<file path="src/rtl/i2s_adc_receiver_pkg.sv">
// Shared audio definitions: sample width, channel encoding and the capture FSM states.
// The width default is also used by I2S_Audio and Sin_Generator.
package i2s_adc_receiver_pkg;

  localparam int AUDIO_DATA_WIDTH = 16;

  // adclrck encoding of the two channels
  localparam logic CH_LEFT  = 1'b0;
  localparam logic CH_RIGHT = 1'b1;

  typedef enum logic [1:0] {
    ST_IDLE  = 2'd0,
    ST_LEFT  = 2'd1,
    ST_RIGHT = 2'd2
  } rx_state_t;

endpackage

</file>
<file path="src/rtl/i2s_adc_receiver_sync_edge_det.sv">
// Multi-flop synchroniser for slow asynchronous lines, with a one-clk pulse on a
// 0->1 transition of bit 0 of the synchronised vector.
module sync_edge_det #(
  parameter int WIDTH       = 1,
  parameter int SYNC_STAGES = 2
) (
  input  logic             clk,
  input  logic             reset_n,
  input  logic [WIDTH-1:0] d,
  output logic [WIDTH-1:0] q,
  output logic             rise
);

  logic [SYNC_STAGES-1:0][WIDTH-1:0] chain;
  logic                              q0_prev;

  always_ff @(posedge clk or negedge reset_n) begin
    if (!reset_n) begin
      chain   <= '0;
      q0_prev <= 1'b0;
    end else begin
      chain   <= {chain[SYNC_STAGES-2:0], d};
      q0_prev <= chain[SYNC_STAGES-1][0];
    end
  end

  assign q    = chain[SYNC_STAGES-1];
  assign rise = q[0] & ~q0_prev;

endmodule

</file>
<file path="src/rtl/i2s_adc_receiver.sv">
// WM8731 ADC I2S capture: deserialises adcdat into left/right PCM words in the
// codec master-clock domain and presents each stereo frame on a one-deep register.
module i2s_adc_receiver
  import i2s_adc_receiver_pkg::*;
#(
  parameter int DATA_WIDTH  = AUDIO_DATA_WIDTH,
  parameter int SYNC_STAGES = 2
) (
  input  logic                  clk,
  input  logic                  reset_n,
  input  logic                  bclk,
  input  logic                  adclrck,
  input  logic                  adcdat,
  output logic [DATA_WIDTH-1:0] left_out,
  output logic [DATA_WIDTH-1:0] right_out,
  output logic                  out_valid,
  input  logic                  out_ready,
  output logic                  overrun,
  output logic                  frame_err,
  output rx_state_t             dbg_state
);

  localparam int              CW        = $clog2(DATA_WIDTH + 1);
  localparam logic [CW-1:0]   CNT_FULL  = CW'(DATA_WIDTH);
  localparam logic [CW-1:0]   CNT_LAST  = CW'(DATA_WIDTH - 1);

  logic                  bit_event;
  logic                  bclk_unused_s;
  logic                  lines_rise_unused;
  logic [1:0]            lines_s;
  logic                  lr_s;
  logic                  dat_s;
  logic                  lr_prev;
  logic                  lr_change;
  logic                  commit;
  logic [CW-1:0]         bit_cnt;
  logic [DATA_WIDTH-1:0] left_sr;
  logic [DATA_WIDTH-1:0] right_sr;
  logic [DATA_WIDTH-1:0] right_next;
  rx_state_t             state;

  sync_edge_det #(.WIDTH(1), .SYNC_STAGES(SYNC_STAGES)) u_bclk_sync (
    .clk     (clk),
    .reset_n (reset_n),
    .d       (bclk),
    .q       (bclk_unused_s),
    .rise    (bit_event)
  );

  sync_edge_det #(.WIDTH(2), .SYNC_STAGES(SYNC_STAGES)) u_line_sync (
    .clk     (clk),
    .reset_n (reset_n),
    .d       ({adcdat, adclrck}),
    .q       (lines_s),
    .rise    (lines_rise_unused)
  );

  assign lr_s       = lines_s[0];
  assign dat_s      = lines_s[1];
  assign lr_change  = bit_event && (lr_s != lr_prev);
  assign right_next = {right_sr[DATA_WIDTH-2:0], dat_s};
  // The right LSB is the bit event that fills the last free slot of right_sr.
  assign commit     = bit_event && (state == ST_RIGHT) && !lr_change && (bit_cnt == CNT_LAST);
  assign dbg_state  = state;

  // Output handshake: a pair transfers on every clk where out_valid && out_ready;
  // left_out/right_out never change while out_valid=1 and out_ready=0, and a new
  // frame may replace the pair in the same clk that the consumer takes it.
  always_ff @(posedge clk or negedge reset_n) begin
    if (!reset_n) begin
      state     <= ST_IDLE;
      bit_cnt   <= '0;
      lr_prev   <= 1'b0;
      left_sr   <= '0;
      right_sr  <= '0;
      left_out  <= '0;
      right_out <= '0;
      out_valid <= 1'b0;
      overrun   <= 1'b0;
      frame_err <= 1'b0;
    end else begin
      overrun   <= 1'b0;
      frame_err <= 1'b0;

      if (commit) begin
        if (!out_valid || out_ready) begin
          left_out  <= left_sr;
          right_out <= right_next;
          out_valid <= 1'b1;
        end else begin
          overrun   <= 1'b1;
        end
      end else if (out_valid && out_ready) begin
        out_valid <= 1'b0;
      end

      if (bit_event) begin
        lr_prev <= lr_s;
        case (state)
          ST_IDLE: begin
            // Only a fall to left starts capture, so frames are always left-aligned.
            if (lr_change && lr_s == CH_LEFT) begin
              state   <= ST_LEFT;
              bit_cnt <= '0;
            end
          end
          ST_LEFT: begin
            if (lr_change) begin
              if (bit_cnt == CNT_FULL) begin
                state   <= ST_RIGHT;
                bit_cnt <= '0;
              end else begin
                frame_err <= 1'b1;
                state     <= ST_IDLE;
              end
            end else if (bit_cnt != CNT_FULL) begin
              left_sr <= {left_sr[DATA_WIDTH-2:0], dat_s};
              bit_cnt <= bit_cnt + 1'b1;
            end
          end
          ST_RIGHT: begin
            if (lr_change) begin
              if (bit_cnt == CNT_FULL) begin
                state   <= ST_LEFT;
                bit_cnt <= '0;
              end else begin
                frame_err <= 1'b1;
                state     <= ST_IDLE;
              end
            end else if (bit_cnt != CNT_FULL) begin
              right_sr <= right_next;
              bit_cnt  <= bit_cnt + 1'b1;
            end
          end
          default: state <= ST_IDLE;
        endcase
      end
    end
  end

endmodule

</file>
<file path="config.mk">
export PLATFORM = sky130hd
export DESIGN_NAME = i2s_adc_receiver
export DESIGN_NICKNAME = d
export VERILOG_FILES = /design/src/rtl/i2s_adc_receiver_pkg.sv /design/src/rtl/i2s_adc_receiver_sync_edge_det.sv /design/src/rtl/i2s_adc_receiver.sv
export SDC_FILE = /design/constraint.sdc
export NUM_CORES = 1
export LEC_CHECK = 0
export BUFFER_PORTS_ARGS = -buffer_cell sky130_fd_sc_hd__buf_2
export CAP_MARGIN = 20
export CORE_UTILIZATION = 57
export DETAILED_ROUTE_END_ITERATION = 8
export GPL_TIMING_DRIVEN = 0
export PLACE_DENSITY_LB_ADDON = 0.12
export SETUP_SLACK_MARGIN = 0.5
export SLEW_MARGIN = 0
export SYNTH_ARGS = -nofsm -noshare
export SYNTH_HDL_FRONTEND = slang
export SYNTH_SLANG_ARGS = --single-unit
</file>
<file path="constraint.sdc">
create_clock -name clk -period 2.6 [get_ports clk]
set_input_delay 0.78 -clock clk [delete_from_list [all_inputs] [get_ports clk]]
set_output_delay 0.78 -clock clk [all_outputs]
set_load 0.03 [all_outputs]
</file>
==> flow_metrics.env <==
export IMPL_p_int_w=0.00185
export IMPL_num_rows=27
export IMPL_cp_max_fo=10
export IMPL_fillers=382
export IMPL_yosysTopAreaCellShare_pct=59.0
export IMPL_vias_per_cell=5.27
export IMPL_clock_sinks=81
export IMPL_use_met2_pct=26.8
export IMPL_timing_fmax_mhz=490
export IMPL_n_antenna_cell=0
export IMPL_ir_drop_mv=0.463
export IMPL_io_pins=43
export IMPL_rsz0062_at_grt="true"
export IMPL_antenna_found_initial=0
export IMPL_combPwrFrac_pct=13.2
export IMPL_track_usage_pct=18.4
export IMPL_switching_share_pct=26.5
export IMPL_busiest_layer="met2"
export IMPL_final_cell_mix="dfrtp_1, buf_2, mux2_2"
export IMPL_synth_edf_count=0
export IMPL_gr_total_overflow=0
export IMPL_initial_utilization_pct=60.9
export IMPL_clk_latency_ps=350
export IMPL_dieArea_mm2=0.00634
export IMPL_arrival_ps=2260
export IMPL_antenna_left=0
export IMPL_clockRootBuffer="clkbuf_8"
export IMPL_path_clk_slew_ps=80
export IMPL_required_ps=2820
export IMPL_place_congestion=0.734
export IMPL_r2r_end="left_sr[15]$_DFFE_PN0P_"
export IMPL_cts_max_path_buffers=2
export IMPL_ys_warn_count=0
export IMPL_pwr_share_seq_pct=55.9
export IMPL_io_buffers=42
export IMPL_synthTopCellsByArea="dfrtp_1, mux2_4, mux2_2"
export IMPL_syn_cell_area_mm2=0.00343
export IMPL_synth_fp_nets=232
export IMPL_synth_area_per_cell_um2=15.7
export IMPL_crit_type="flip-flop to flip-flop"
export IMPL_grt_pass1_wl_um=8510
export IMPL_htreeDepth=3
export IMPL_r2r_cells=8
export IMPL_post_synth_top_area_cell="dfrtp_1"
export IMPL_tightest_slew_ps=378
export IMPL_clockPowerShare_pct=30.8
export IMPL_final_common_cell="dfrtp_1"
export IMPL_die_w_um=79.6
export IMPL_grt_max_degree=63
export IMPL_use_met1_pct=24.8
export IMPL_dpl_hpwl_um=3530
export IMPL_use_met3_pct=5.94
export IMPL_cts_tree="yes"
export IMPL_area_growth_pct=14.8
export IMPL_fin_tns_setup_ps=0
export IMPL_synthFlopType="dfrtp_1"
export IMPL_synth_cell_type_count=37
export IMPL_switching_power_w=0.000667
export IMPL_crit_path_end="left_sr[15]$_DFFE_PN0P_"
export IMPL_powerDensity_mw_per_mm2=639
export IMPL_ys_seq_elements=81
export IMPL_endpoint_kind="flip-flop"
export IMPL_cap_viol_max_count=0
export IMPL_drc_errors=0
export IMPL_r2r_start="bit_cnt[0]$_DFFE_PN0P_"
export IMPL_timing_final_crit_share_pct=78.4
export IMPL_routedWlPerCell_um=15.0
export IMPL_hold_class="primary input to async pin"
export IMPL_postSynthCellCount=219
export IMPL_r2r_slack_ps=560
export IMPL_finalHoldViolCount=0
export IMPL_p_total_w=0.00252
export IMPL_synthArstFlopShare_pct=100
export IMPL_clock_skew_ps=7.99
export IMPL_outcome="completed"
export IMPL_drt_initial_drc_count=89
export IMPL_setup_viol=0
export IMPL_yosysSeqAreaShare_pct=59.0
export IMPL_drtPass1Iterations=4
export IMPL_cts_buffers=9
export IMPL_critPathLaunch="bit_cnt[0]$_DFFE_PN0P_"
export IMPL_relSlewSlack_pct=74.7
export IMPL_slew_violations=0
export IMPL_critPathLaunchType="flip-flop"
export IMPL_nNetsFinal=286
export IMPL_die_h_um=79.6
export IMPL_core_area_mm2=0.00564
export IMPL_via_count=1833
export IMPL_drive_gt1_share_pct=50.4
export IMPL_wirelength_um=5220
export IMPL_layout_min_cycle_time_ps=2040
export IMPL_fin_hold_ws_ps=307
export IMPL_grt_pass1_vias=1781
export IMPL_leakage_nw=2.09
-- critical path: stages (launching register included) --
cell and delay (ps):
dfrtp_1 410, inv_1 100, ha_1 140, nor4bb_1 320
buf_4 230, nor3_4 60, nand2_4 140, buf_6 160
mux2_2 350
-- power groups by stage --
stage	Sequential [W]	Combinational [W]	Clock [W]
floorplan	0.00144	0.000226	0
global placement	0.00143	0.000312	0
detailed placement	0.00144	0.000329	0
CTS	0.00141	0.000331	0.000798
global route	0.00143	0.000375	0.000851
finish	0.00141	0.000334	0.000777
-- per-layer routing --
layer	share of wire, %	vias up
met1	48	922
met2	47	38
met3	4.0	9
met4	1.8	0
met5	0	-
li1	-	864
-- repair_timing --
action | 4_1_cts | 5_1_grt
buffers inserted | 0 | 0
endpoints found under the setup margin | 0 | 23
hold buffers | 0 | 0
resized for setup | 0 | 5
-- sequential cells by signal (all words and copies together), names as in the netlist --
name	cells
left_out	16
left_sr	16
right_out	16
right_sr	15
bit_cnt	5
dbg_state	2
u_line_sync.chain	2
u_line_sync.q	2
frame_err	1
lr_prev	1
out_valid	1
overrun	1
u_bclk_sync.chain	1
u_bclk_sync.q	1
u_bclk_sync.q0_prev	1
-- through the flow --
step / area [um^2] / std cells / util (%) / worst slack [ps]
finish: 3940 / 348 / 69.9 / 561
global route: 3940 / 348 / 69.9 / 412
CTS: 3920 / 348 / 69.5 / 534
detailed placement: 3760 / 334 / 66.7 / 551
global placement: 3730 / 333 / 66.2 / 190
floorplan: 3430 / 219 / - / 624
-- synthesized netlist by cell type, drive strengths merged (2+ instances only) --
master  instances
dfrtp          81
mux2           64
nand2          11
inv             8
ha              7
buf             6
o21ai           5
nand3           4
nor2            3
a21oi           2
a22oi           2
clkbuf          2
mux2i           2
nor2b           2
or2b            2
or3b            2
xnor2           2
-- kinds of logic after synthesis --
| group | count (synthesis) | synth area share (%) |
|---|---|---|
| mux | 66 | 24.9 |
| compound gates | 12 | 2.33 |
| flops | 81 | 59.0 |
| simple gates | 34 | 6.34 |
| fa+ha+maj | 7 | 2.55 |
| xor+xnor | 3 | 0.984 |
| buf+inv | 16 | 3.90 |
-- area by class of cell --
type	instances	area [um^2]	share of cell area (%)
clock buffer	11	141	3.59
clock inverter	3	18.8	0.476
sequential	81	2030	51.4
buffer	8	106	2.70
multi-input combinational	122	1290	32.7
tap	72	90.1	2.28
timing repair buffer	43	240	6.09
inverter	8	30.0	0.762
-- how the worst min path moves through the flow --
stage,slack [ps],end,from
floorplan,330,u_bclk_sync.q$_DFF_PN0_,u_bclk_sync.chain[0]$_DFF_PN0_
CTS,310,right_out[8]$_DFFE_PN0P_,reset_n
global placement,330,u_bclk_sync.q$_DFF_PN0_,u_bclk_sync.chain[0]$_DFF_PN0_
detailed placement,340,u_line_sync.q[1]$_DFF_PN0_,u_line_sync.chain[1]$_DFF_PN0_
finish,310,right_out[8]$_DFFE_PN0P_,reset_n
global route,310,left_out[14]$_DFFE_PN0P_,reset_n
Power figures use the tool's default switching activity.
